**src/rtl/wb_hazard_ctrl_pkg.sv**
```systemverilog
// Shared widths, forwarding-select encodings and helpers for the pipeline
// register-file write side.
package wb_hazard_ctrl_pkg;

   localparam int DATA_W = 32;
   localparam int REG_AW = 5;

   typedef enum logic [1:0] {
      FWD_NONE = 2'b00,
      FWD_MEM  = 2'b01,
      FWD_WB   = 2'b10
   } fwd_sel_e;

   localparam logic [REG_AW-1:0] REG_ZERO = '0;

   // A load sitting in MEM has no data yet, so it never supplies a forward.
   function automatic fwd_sel_e fwd_select(
      input logic [REG_AW-1:0] src,
      input logic [REG_AW-1:0] mem_rd,
      input logic              mem_regwr,
      input logic              mem_load,
      input logic [REG_AW-1:0] wb_rd,
      input logic              wb_regwr
   );
      fwd_sel_e sel;
      sel = FWD_NONE;
      if (mem_regwr && !mem_load && (mem_rd != REG_ZERO) && (mem_rd == src)) begin
         sel = FWD_MEM;
      end else if (wb_regwr && (wb_rd != REG_ZERO) && (wb_rd == src)) begin
         sel = FWD_WB;
      end
      return sel;
   endfunction

endpackage

```
**src/rtl/wb_hazard_ctrl_if.sv**
```systemverilog
// Bundle of decode, datapath, hazard and register-file write signals; the
// slave side is the hazard/writeback controller.
interface wb_hazard_ctrl_if;
   import wb_hazard_ctrl_pkg::*;

   logic [REG_AW-1:0] id_rs;
   logic [REG_AW-1:0] id_rt;
   logic [REG_AW-1:0] id_rd;
   logic              id_regwr;
   logic              id_load;
   logic              flush;
   logic [DATA_W-1:0] ex_alu_result;
   logic [DATA_W-1:0] mem_rdata;

   logic              stall;
   fwd_sel_e          fwd_a;
   fwd_sel_e          fwd_b;
   logic [DATA_W-1:0] mem_fwd_data;
   logic [DATA_W-1:0] wb_fwd_data;
   logic [REG_AW-1:0] rf_rw;
   logic [DATA_W-1:0] rf_busw;
   logic              rf_regwr;

   modport master (
      output id_rs, id_rt, id_rd, id_regwr, id_load, flush, ex_alu_result, mem_rdata,
      input  stall, fwd_a, fwd_b, mem_fwd_data, wb_fwd_data, rf_rw, rf_busw, rf_regwr
   );

   modport slave (
      input  id_rs, id_rt, id_rd, id_regwr, id_load, flush, ex_alu_result, mem_rdata,
      output stall, fwd_a, fwd_b, mem_fwd_data, wb_fwd_data, rf_rw, rf_busw, rf_regwr
   );

endinterface

```
**src/rtl/wb_hazard_ctrl_hazard_detect.sv**
```systemverilog
// Purely combinational load-use stall and EX operand forwarding selects.
module wb_hazard_ctrl_hazard_detect
   import wb_hazard_ctrl_pkg::*;
(
   input  logic [REG_AW-1:0] id_rs,
   input  logic [REG_AW-1:0] id_rt,
   input  logic [REG_AW-1:0] ex_rs,
   input  logic [REG_AW-1:0] ex_rt,
   input  logic [REG_AW-1:0] ex_rd,
   input  logic              ex_regwr,
   input  logic              ex_load,
   input  logic [REG_AW-1:0] mem_rd,
   input  logic              mem_regwr,
   input  logic              mem_load,
   input  logic [REG_AW-1:0] wb_rd,
   input  logic              wb_regwr,
   output logic              stall,
   output fwd_sel_e          fwd_a,
   output fwd_sel_e          fwd_b
);

   // One stall cycle is enough: next cycle the load is in MEM and WB-forward covers it.
   always_comb begin
      stall = ex_load && ex_regwr && (ex_rd != REG_ZERO) &&
              ((ex_rd == id_rs) || (ex_rd == id_rt));
      fwd_a = fwd_select(ex_rs, mem_rd, mem_regwr, mem_load, wb_rd, wb_regwr);
      fwd_b = fwd_select(ex_rt, mem_rd, mem_regwr, mem_load, wb_rd, wb_regwr);
   end

endmodule

```
**src/rtl/wb_hazard_ctrl.sv**
```systemverilog
// EX/MEM/WB stage registers for destination control and result data, driving
// the register-file write port and the hazard unit.
module wb_hazard_ctrl
   import wb_hazard_ctrl_pkg::*;
(
   input  logic           clk,
   input  logic           reset,
   wb_hazard_ctrl_if.slave bus
);

   logic [REG_AW-1:0] ex_rs_q, ex_rs_d;
   logic [REG_AW-1:0] ex_rt_q, ex_rt_d;
   logic [REG_AW-1:0] ex_rd_q, ex_rd_d;
   logic              ex_regwr_q, ex_regwr_d;
   logic              ex_load_q, ex_load_d;
   logic [REG_AW-1:0] mem_rd_q, mem_rd_d;
   logic              mem_regwr_q, mem_regwr_d;
   logic              mem_load_q, mem_load_d;
   logic [DATA_W-1:0] mem_alu_q, mem_alu_d;
   logic [REG_AW-1:0] wb_rd_q, wb_rd_d;
   logic              wb_regwr_q, wb_regwr_d;
   logic [DATA_W-1:0] wb_data_q, wb_data_d;

   logic              stall;
   logic              bubble;

   // Stall and flush collapse into the same single bubble in EX.
   always_comb begin
      bubble      = stall || bus.flush;
      ex_rs_d     = bus.id_rs;
      ex_rt_d     = bus.id_rt;
      ex_rd_d     = bubble ? REG_ZERO : bus.id_rd;
      ex_regwr_d  = bubble ? 1'b0 : bus.id_regwr;
      ex_load_d   = bubble ? 1'b0 : bus.id_load;
      mem_rd_d    = ex_rd_q;
      mem_regwr_d = ex_regwr_q;
      mem_load_d  = ex_load_q;
      mem_alu_d   = bus.ex_alu_result;
      wb_rd_d     = mem_rd_q;
      wb_regwr_d  = mem_regwr_q;
      wb_data_d   = mem_load_q ? bus.mem_rdata : mem_alu_q;
   end

   always_ff @(posedge clk or posedge reset) begin
      if (reset) begin
         ex_rs_q     <= '0;
         ex_rt_q     <= '0;
         ex_rd_q     <= '0;
         ex_regwr_q  <= 1'b0;
         ex_load_q   <= 1'b0;
         mem_rd_q    <= '0;
         mem_regwr_q <= 1'b0;
         mem_load_q  <= 1'b0;
         mem_alu_q   <= '0;
         wb_rd_q     <= '0;
         wb_regwr_q  <= 1'b0;
         wb_data_q   <= '0;
      end else begin
         ex_rs_q     <= ex_rs_d;
         ex_rt_q     <= ex_rt_d;
         ex_rd_q     <= ex_rd_d;
         ex_regwr_q  <= ex_regwr_d;
         ex_load_q   <= ex_load_d;
         mem_rd_q    <= mem_rd_d;
         mem_regwr_q <= mem_regwr_d;
         mem_load_q  <= mem_load_d;
         mem_alu_q   <= mem_alu_d;
         wb_rd_q     <= wb_rd_d;
         wb_regwr_q  <= wb_regwr_d;
         wb_data_q   <= wb_data_d;
      end
   end

   wb_hazard_ctrl_hazard_detect u_hazard_detect (
      .id_rs     (bus.id_rs),
      .id_rt     (bus.id_rt),
      .ex_rs     (ex_rs_q),
      .ex_rt     (ex_rt_q),
      .ex_rd     (ex_rd_q),
      .ex_regwr  (ex_regwr_q),
      .ex_load   (ex_load_q),
      .mem_rd    (mem_rd_q),
      .mem_regwr (mem_regwr_q),
      .mem_load  (mem_load_q),
      .wb_rd     (wb_rd_q),
      .wb_regwr  (wb_regwr_q),
      .stall     (stall),
      .fwd_a     (bus.fwd_a),
      .fwd_b     (bus.fwd_b)
   );

   // Writes to r0 are suppressed here so the register file never sees them.
   assign bus.stall        = stall;
   assign bus.mem_fwd_data = mem_alu_q;
   assign bus.wb_fwd_data  = wb_data_q;
   assign bus.rf_rw        = wb_rd_q;
   assign bus.rf_busw      = wb_data_q;
   assign bus.rf_regwr     = wb_regwr_q && (wb_rd_q != REG_ZERO);

endmodule

```
**src/flat_wrapper.sv**
```systemverilog
// flat-port wrapper written by rule: the top's interface ports become plain ports
module wb_hazard_ctrl_flat import wb_hazard_ctrl_pkg::*;
  (clk, reset, bus_id_rs, bus_id_rt, bus_id_rd, bus_id_regwr, bus_id_load, bus_flush, bus_ex_alu_result, bus_mem_rdata, bus_stall, bus_fwd_a, bus_fwd_b, bus_mem_fwd_data, bus_wb_fwd_data, bus_rf_rw, bus_rf_busw, bus_rf_regwr);
  wb_hazard_ctrl_if bus_i ();
  input  logic clk;
  input  logic reset;
  input wire logic [$bits(bus_i.id_rs)-1:0] bus_id_rs;
  input wire logic [$bits(bus_i.id_rt)-1:0] bus_id_rt;
  input wire logic [$bits(bus_i.id_rd)-1:0] bus_id_rd;
  input wire logic [$bits(bus_i.id_regwr)-1:0] bus_id_regwr;
  input wire logic [$bits(bus_i.id_load)-1:0] bus_id_load;
  input wire logic [$bits(bus_i.flush)-1:0] bus_flush;
  input wire logic [$bits(bus_i.ex_alu_result)-1:0] bus_ex_alu_result;
  input wire logic [$bits(bus_i.mem_rdata)-1:0] bus_mem_rdata;
  output wire logic [$bits(bus_i.stall)-1:0] bus_stall;
  output wire logic [$bits(bus_i.fwd_a)-1:0] bus_fwd_a;
  output wire logic [$bits(bus_i.fwd_b)-1:0] bus_fwd_b;
  output wire logic [$bits(bus_i.mem_fwd_data)-1:0] bus_mem_fwd_data;
  output wire logic [$bits(bus_i.wb_fwd_data)-1:0] bus_wb_fwd_data;
  output wire logic [$bits(bus_i.rf_rw)-1:0] bus_rf_rw;
  output wire logic [$bits(bus_i.rf_busw)-1:0] bus_rf_busw;
  output wire logic [$bits(bus_i.rf_regwr)-1:0] bus_rf_regwr;
  assign bus_i.id_rs = bus_id_rs;
  assign bus_i.id_rt = bus_id_rt;
  assign bus_i.id_rd = bus_id_rd;
  assign bus_i.id_regwr = bus_id_regwr;
  assign bus_i.id_load = bus_id_load;
  assign bus_i.flush = bus_flush;
  assign bus_i.ex_alu_result = bus_ex_alu_result;
  assign bus_i.mem_rdata = bus_mem_rdata;
  assign bus_stall = bus_i.stall;
  assign bus_fwd_a = bus_i.fwd_a;
  assign bus_fwd_b = bus_i.fwd_b;
  assign bus_mem_fwd_data = bus_i.mem_fwd_data;
  assign bus_wb_fwd_data = bus_i.wb_fwd_data;
  assign bus_rf_rw = bus_i.rf_rw;
  assign bus_rf_busw = bus_i.rf_busw;
  assign bus_rf_regwr = bus_i.rf_regwr;
  wb_hazard_ctrl u_core (.clk(clk), .reset(reset), .bus(bus_i));
endmodule
```
**config.mk**
```make
export PLATFORM = sky130hd
export DESIGN_NAME = wb_hazard_ctrl_flat
export DESIGN_NICKNAME = d
export VERILOG_FILES = /design/src/rtl/wb_hazard_ctrl_pkg.sv /design/src/rtl/wb_hazard_ctrl_if.sv /design/src/rtl/wb_hazard_ctrl_hazard_detect.sv /design/src/rtl/wb_hazard_ctrl.sv /design/src/flat_wrapper.sv
export SDC_FILE = /design/constraint.sdc
export NUM_CORES = 1
export LEC_CHECK = 0
export BUFFER_PORTS_ARGS = -buffer_cell sky130_fd_sc_hd__buf_2
export CAP_MARGIN = 20
export CELL_PAD_IN_SITES_DETAIL_PLACEMENT = 0
export CELL_PAD_IN_SITES_GLOBAL_PLACEMENT = 2
export CORE_ASPECT_RATIO = 0.9
export CORE_UTILIZATION = 26
export CTS_BUF_LIST = sky130_fd_sc_hd__clkbuf_2
export CTS_CLUSTER_DIAMETER = 150
export DETAILED_ROUTE_END_ITERATION = 10
export GPL_TIMING_DRIVEN = 0
export PLACE_DENSITY = 0.78
export SKIP_LAST_GASP = 1
export SLEW_MARGIN = 10
export SYNTH_ARGS = -nofsm -noshare
export SYNTH_HDL_FRONTEND = slang
export SYNTH_HIERARCHICAL = 1
export SYNTH_SLANG_ARGS = --single-unit
```
**constraint.sdc**
```tcl
create_clock -name clk -period 2.8 [get_ports clk]
set_clock_uncertainty 0.05 [all_clocks]
set_input_delay 0.56 -clock clk [delete_from_list [all_inputs] [get_ports clk]]
set_output_delay 0.56 -clock clk [all_outputs]
set_load 0.01 [all_outputs]
```
==> flow_metrics.py <==
metrics = {
    "status": {
        "status": "finished clean",
    },
    "sta": {
        "period_minus_slack_ns": 2.78,
        "setup_violations": 0,
        "finalSetupTns_ns": 0,
        "fin_crit_sh_pct": 99.4,
        "fmax_mhz": 359,
        "fin_ws_ns": 0.0172,
        "timing.slew.headroom_pct": 57.9,
        "slew_viol_final": 0,
        "hold_viol": 0,
        "rsz0062_at_grt": "true",
        "tightest_slew_ns": 0.630,
    },
    "setup_path": {
        "cp_max_fo": 4,
        "arrival_ns": 2.17,
        "rrSetupSlack_ns": 1.00,
        "worstSetupStartpoint": "u_core/bus.rf_rw[4]",
        "crit_type": "reg2out",
        "end_kind": "primary output",
        "r2r-start": "u_core/ex_rd_q[1]",
        "critPathRequiredTime_ns": 2.19,
        "worstSetupStartpointType": "register",
    },
    "floorplan": {
        "start_util_pct": 26.9,
        "core_area_sq_um": 12800,
        "die_h_microns": 111,
        "die_width_microns": 123,
        "row_count": 39,
        "ioPinCount": 191,
        "dieArea_sq_um": 13700,
    },
    "global_route": {
        "grt_pass1_vias": 2611,
        "grt_first_pass_wirelength_microns": 12700,
        "grt_usage_pct": 12.4,
        "overflow": 0,
        "grt_max_degree": 39,
        "grt_antenna_before_repair": 1,
    },
    "clock_tree": {
        "clockBufferDepth": 2,
        "insertion_delay_ns": 0.56,
        "clkSlewWorstSetupHoldPaths_ns": 0.25,
        "cts.sink_count": 94,
        "h-tree-depth": 3,
        "root_buffer": "clkbuf_2",
        "cts_tree": "done",
        "numCtsBuffers": 9,
    },
    "final_layout": {
        "seq_area_sq_um": 2350,
        "postLayoutCellArea_sq_um": 5350,
        "drive_gt1_share_pct": 59.9,
        "final_nets": 563,
        "area_growth_pct": 55.2,
        "multi_input_area_sq_um": 873,
        "fill_cells": 1234,
    },
    "power_and_ir_drop": {
        "power_switching_share_pct": 25.8,
        "power_density_nw_per_um2": 506,
        "seqPwrFrac_pct": 55.2,
        "pwr-share-comb_pct": 17.4,
        "p_clk_share_pct": 27.5,
        "p_sw_mw": 0.697,
        "peakVddDrop_uv": 305,
        "p_leak_nw": 2.68,
        "p_int_mw": 2.01,
    },
    "placement": {
        "gp_congestion": 0.731,
        "dpl.hpwl_microns": 6210,
        "portBuffers": 190,
        "preCtsSetupSlack_ns": 0.482,
        "postPlaceCellArea_sq_um": 4650,
    },
    "synthesis": {
        "synthMuxAreaShare_pct": 10.5,
        "yosys.cell_count.top_type": "dfrtp_1",
        "synth_xor_area_share_pct": 7.62,
        "synth-simple-area-share_pct": 4.83,
        "yosysTopAreaCellShare_pct": 68.2,
        "ys_ff_latch": 94,
        "synthDistinctLibCells": 21,
        "async_flop_share_pct": 100,
        "yosys.area_share.adder_pct": 0,
        "ys.flop_type": "dfrtp_1",
        "synth_cells": 223,
        "ys_seq_area_share_pct": 68.2,
        "syn_area_sq_um": 3450,
        "synth.avg_cell_area_sq_um": 15.5,
        "syn_nets": 307,
        "synth_warnings": 6,
        "synth_commonest_cells": "dfrtp_1 (94), buf_4 (35), mux2_2 (30), xor2_1 (20), xnor2_1 (10)",
        "synth_top_area_cell": "dfrtp_1",
        "synth_area_leaders": "dfrtp_1 (68%), mux2_2 (9.8%), buf_4 (7.6%)",
        "synth_edf_count": 0,
        "synth_top_family_by_area": "multiplexers",
        "synth-compound-area-share_pct": 0.980,
    },
    "drt": {
        "drt-total-wl_microns": 8230,
        "vias": 2602,
        "antenna_left": 0,
        "routed_via_density": 4.01,
        "drcViolationCount": 0,
        "first_pass_iters": 4,
        "first_iter_violations": 73,
        "wl_per_cell_microns": 12.7,
    },
    "hold_path": {
        "min_path_type": "in2reg",
        "min_from": "bus_id_rd[1]",
    },
    "job": {
        "drv_cap": 0,
    },
}
==> area by class of cell <==
cell class	count	share of cell area, %
multi-input cells	92	16.3
clock inverters	7	1.78
inverters	1	0.140
flip-flops and latches	94	44.0
repair buffers	245	28.1
plain buffers	36	5.00
clock buffers	9	0.842
well taps	164	3.84
diodes	1	0.0468
==> through the flow <==
| stage | instances | hold slack (ns) | power (mW) | utilization, % |
|---|---|---|---|---|
| 2_1_floorplan | 223 | 0.297 | 1.73 | - |
| 3_3_place_gp | 577 | 0.312 | 1.91 | 35.9 |
| 3_5_place_dp | 579 | 0.313 | 1.93 | 36.2 |
| 4_1_cts | 645 | 0.0308 | 2.77 | 41.2 |
| 5_1_grt | 649 | 0.00133 | 2.89 | 41.7 |
| 6_report | 649 | 0.136 | 2.71 | 41.7 |
==> per-layer routing <==
layer / track usage [%] / share of wire (%)
met1: 13.7 / 38
met4: 2.89 / 0.67
met2: 21.7 / 51
met3: 5.50 / 9.7
met5: 0 / 0
==> repair_timing <==
| item | 4_1_cts | 5_1_grt |
|---|---|---|
| endpoints found under the setup margin | 2 | 4 |
| resized for setup | 3 | 5 |
| hold buffers | 43 | 2 |
| pin swaps | 3 | 2 |
| endpoints found under the hold margin | 67 | 2 |
| setup buffers | 7 | 1 |
==> worst paths after layout <==
| check | to | cells after the start |
|---|---|---|
| worst max-delay path | bus_fwd_a[1] | 5 |
| worst min-delay path | u_core/ex_rd_q[1] | 2 |
| worst max register to register | u_core/ex_rd_q[0] | 5 |
| worst min register to register | u_core/mem_regwr_q | 0 |
| max in group asynchronous | u_core/bus.rf_busw[15] | 4 |
| min in group asynchronous | u_core/bus.rf_rw[1] | 3 |
==> cells by family (layout without fill, tap and decap cells) <==
family	count (synthesis)	in the layout
AOI/OAI and AO/OA	5	5
xor gates and xnor gates	30	30
buffers and inverters	37	298
DFF	94	94
muxes	32	32
other	0	1
and+or+nand+nor	25	25
==> power by group through the flow <==
stage | Combinational [mW] | Sequential [mW] | Clock, mW
final | 0.470 | 1.49 | 0.743
after global routing | 0.518 | 1.51 | 0.865
after CTS | 0.469 | 1.50 | 0.802
after detailed placement | 0.404 | 1.52 | 0
after global placement | 0.395 | 1.52 | 0
after floorplan | 0.182 | 1.54 | 0
==> registers in the layout, indices dropped and copies added (netlist names), 5 cells and up <==
signal,cells
u_core/bus.mem_fwd_data,32
u_core/bus.rf_rw,5
u_core/ex_rt_q,5
u_core/mem_rd_q,5
u_core/ex_rs_q,5
u_core/bus.rf_busw,32
u_core/ex_rd_q,5
==> critical path, cell delays in order (launching register included) <==
cell and delay, ns:
dfrtp_1 0.47, or4_1 0.13, o21ai_1 0.06, or4_1 0.54, nor4_2 0.23, buf_2 0.17
==> cell usage in the layout, fill, tap and decap left out, types with 2 or more instances in the layout <==
cell	instances
and2_1	7
buf_4	43
nor4_2	2
buf_2	190
mux2_1	2
nor4_4	2
nand3_1	4
clkbuf_2	10
dfrtp_1	94
mux2_2	30
xor2_1	20
buf_12	2
or4_4	2
dlygate4sd3_1	45
bufinv_16	2
inv_6	2
xnor2_1	10
or4_1	4
No activity file was read; power rests on OpenSTA's default activity.
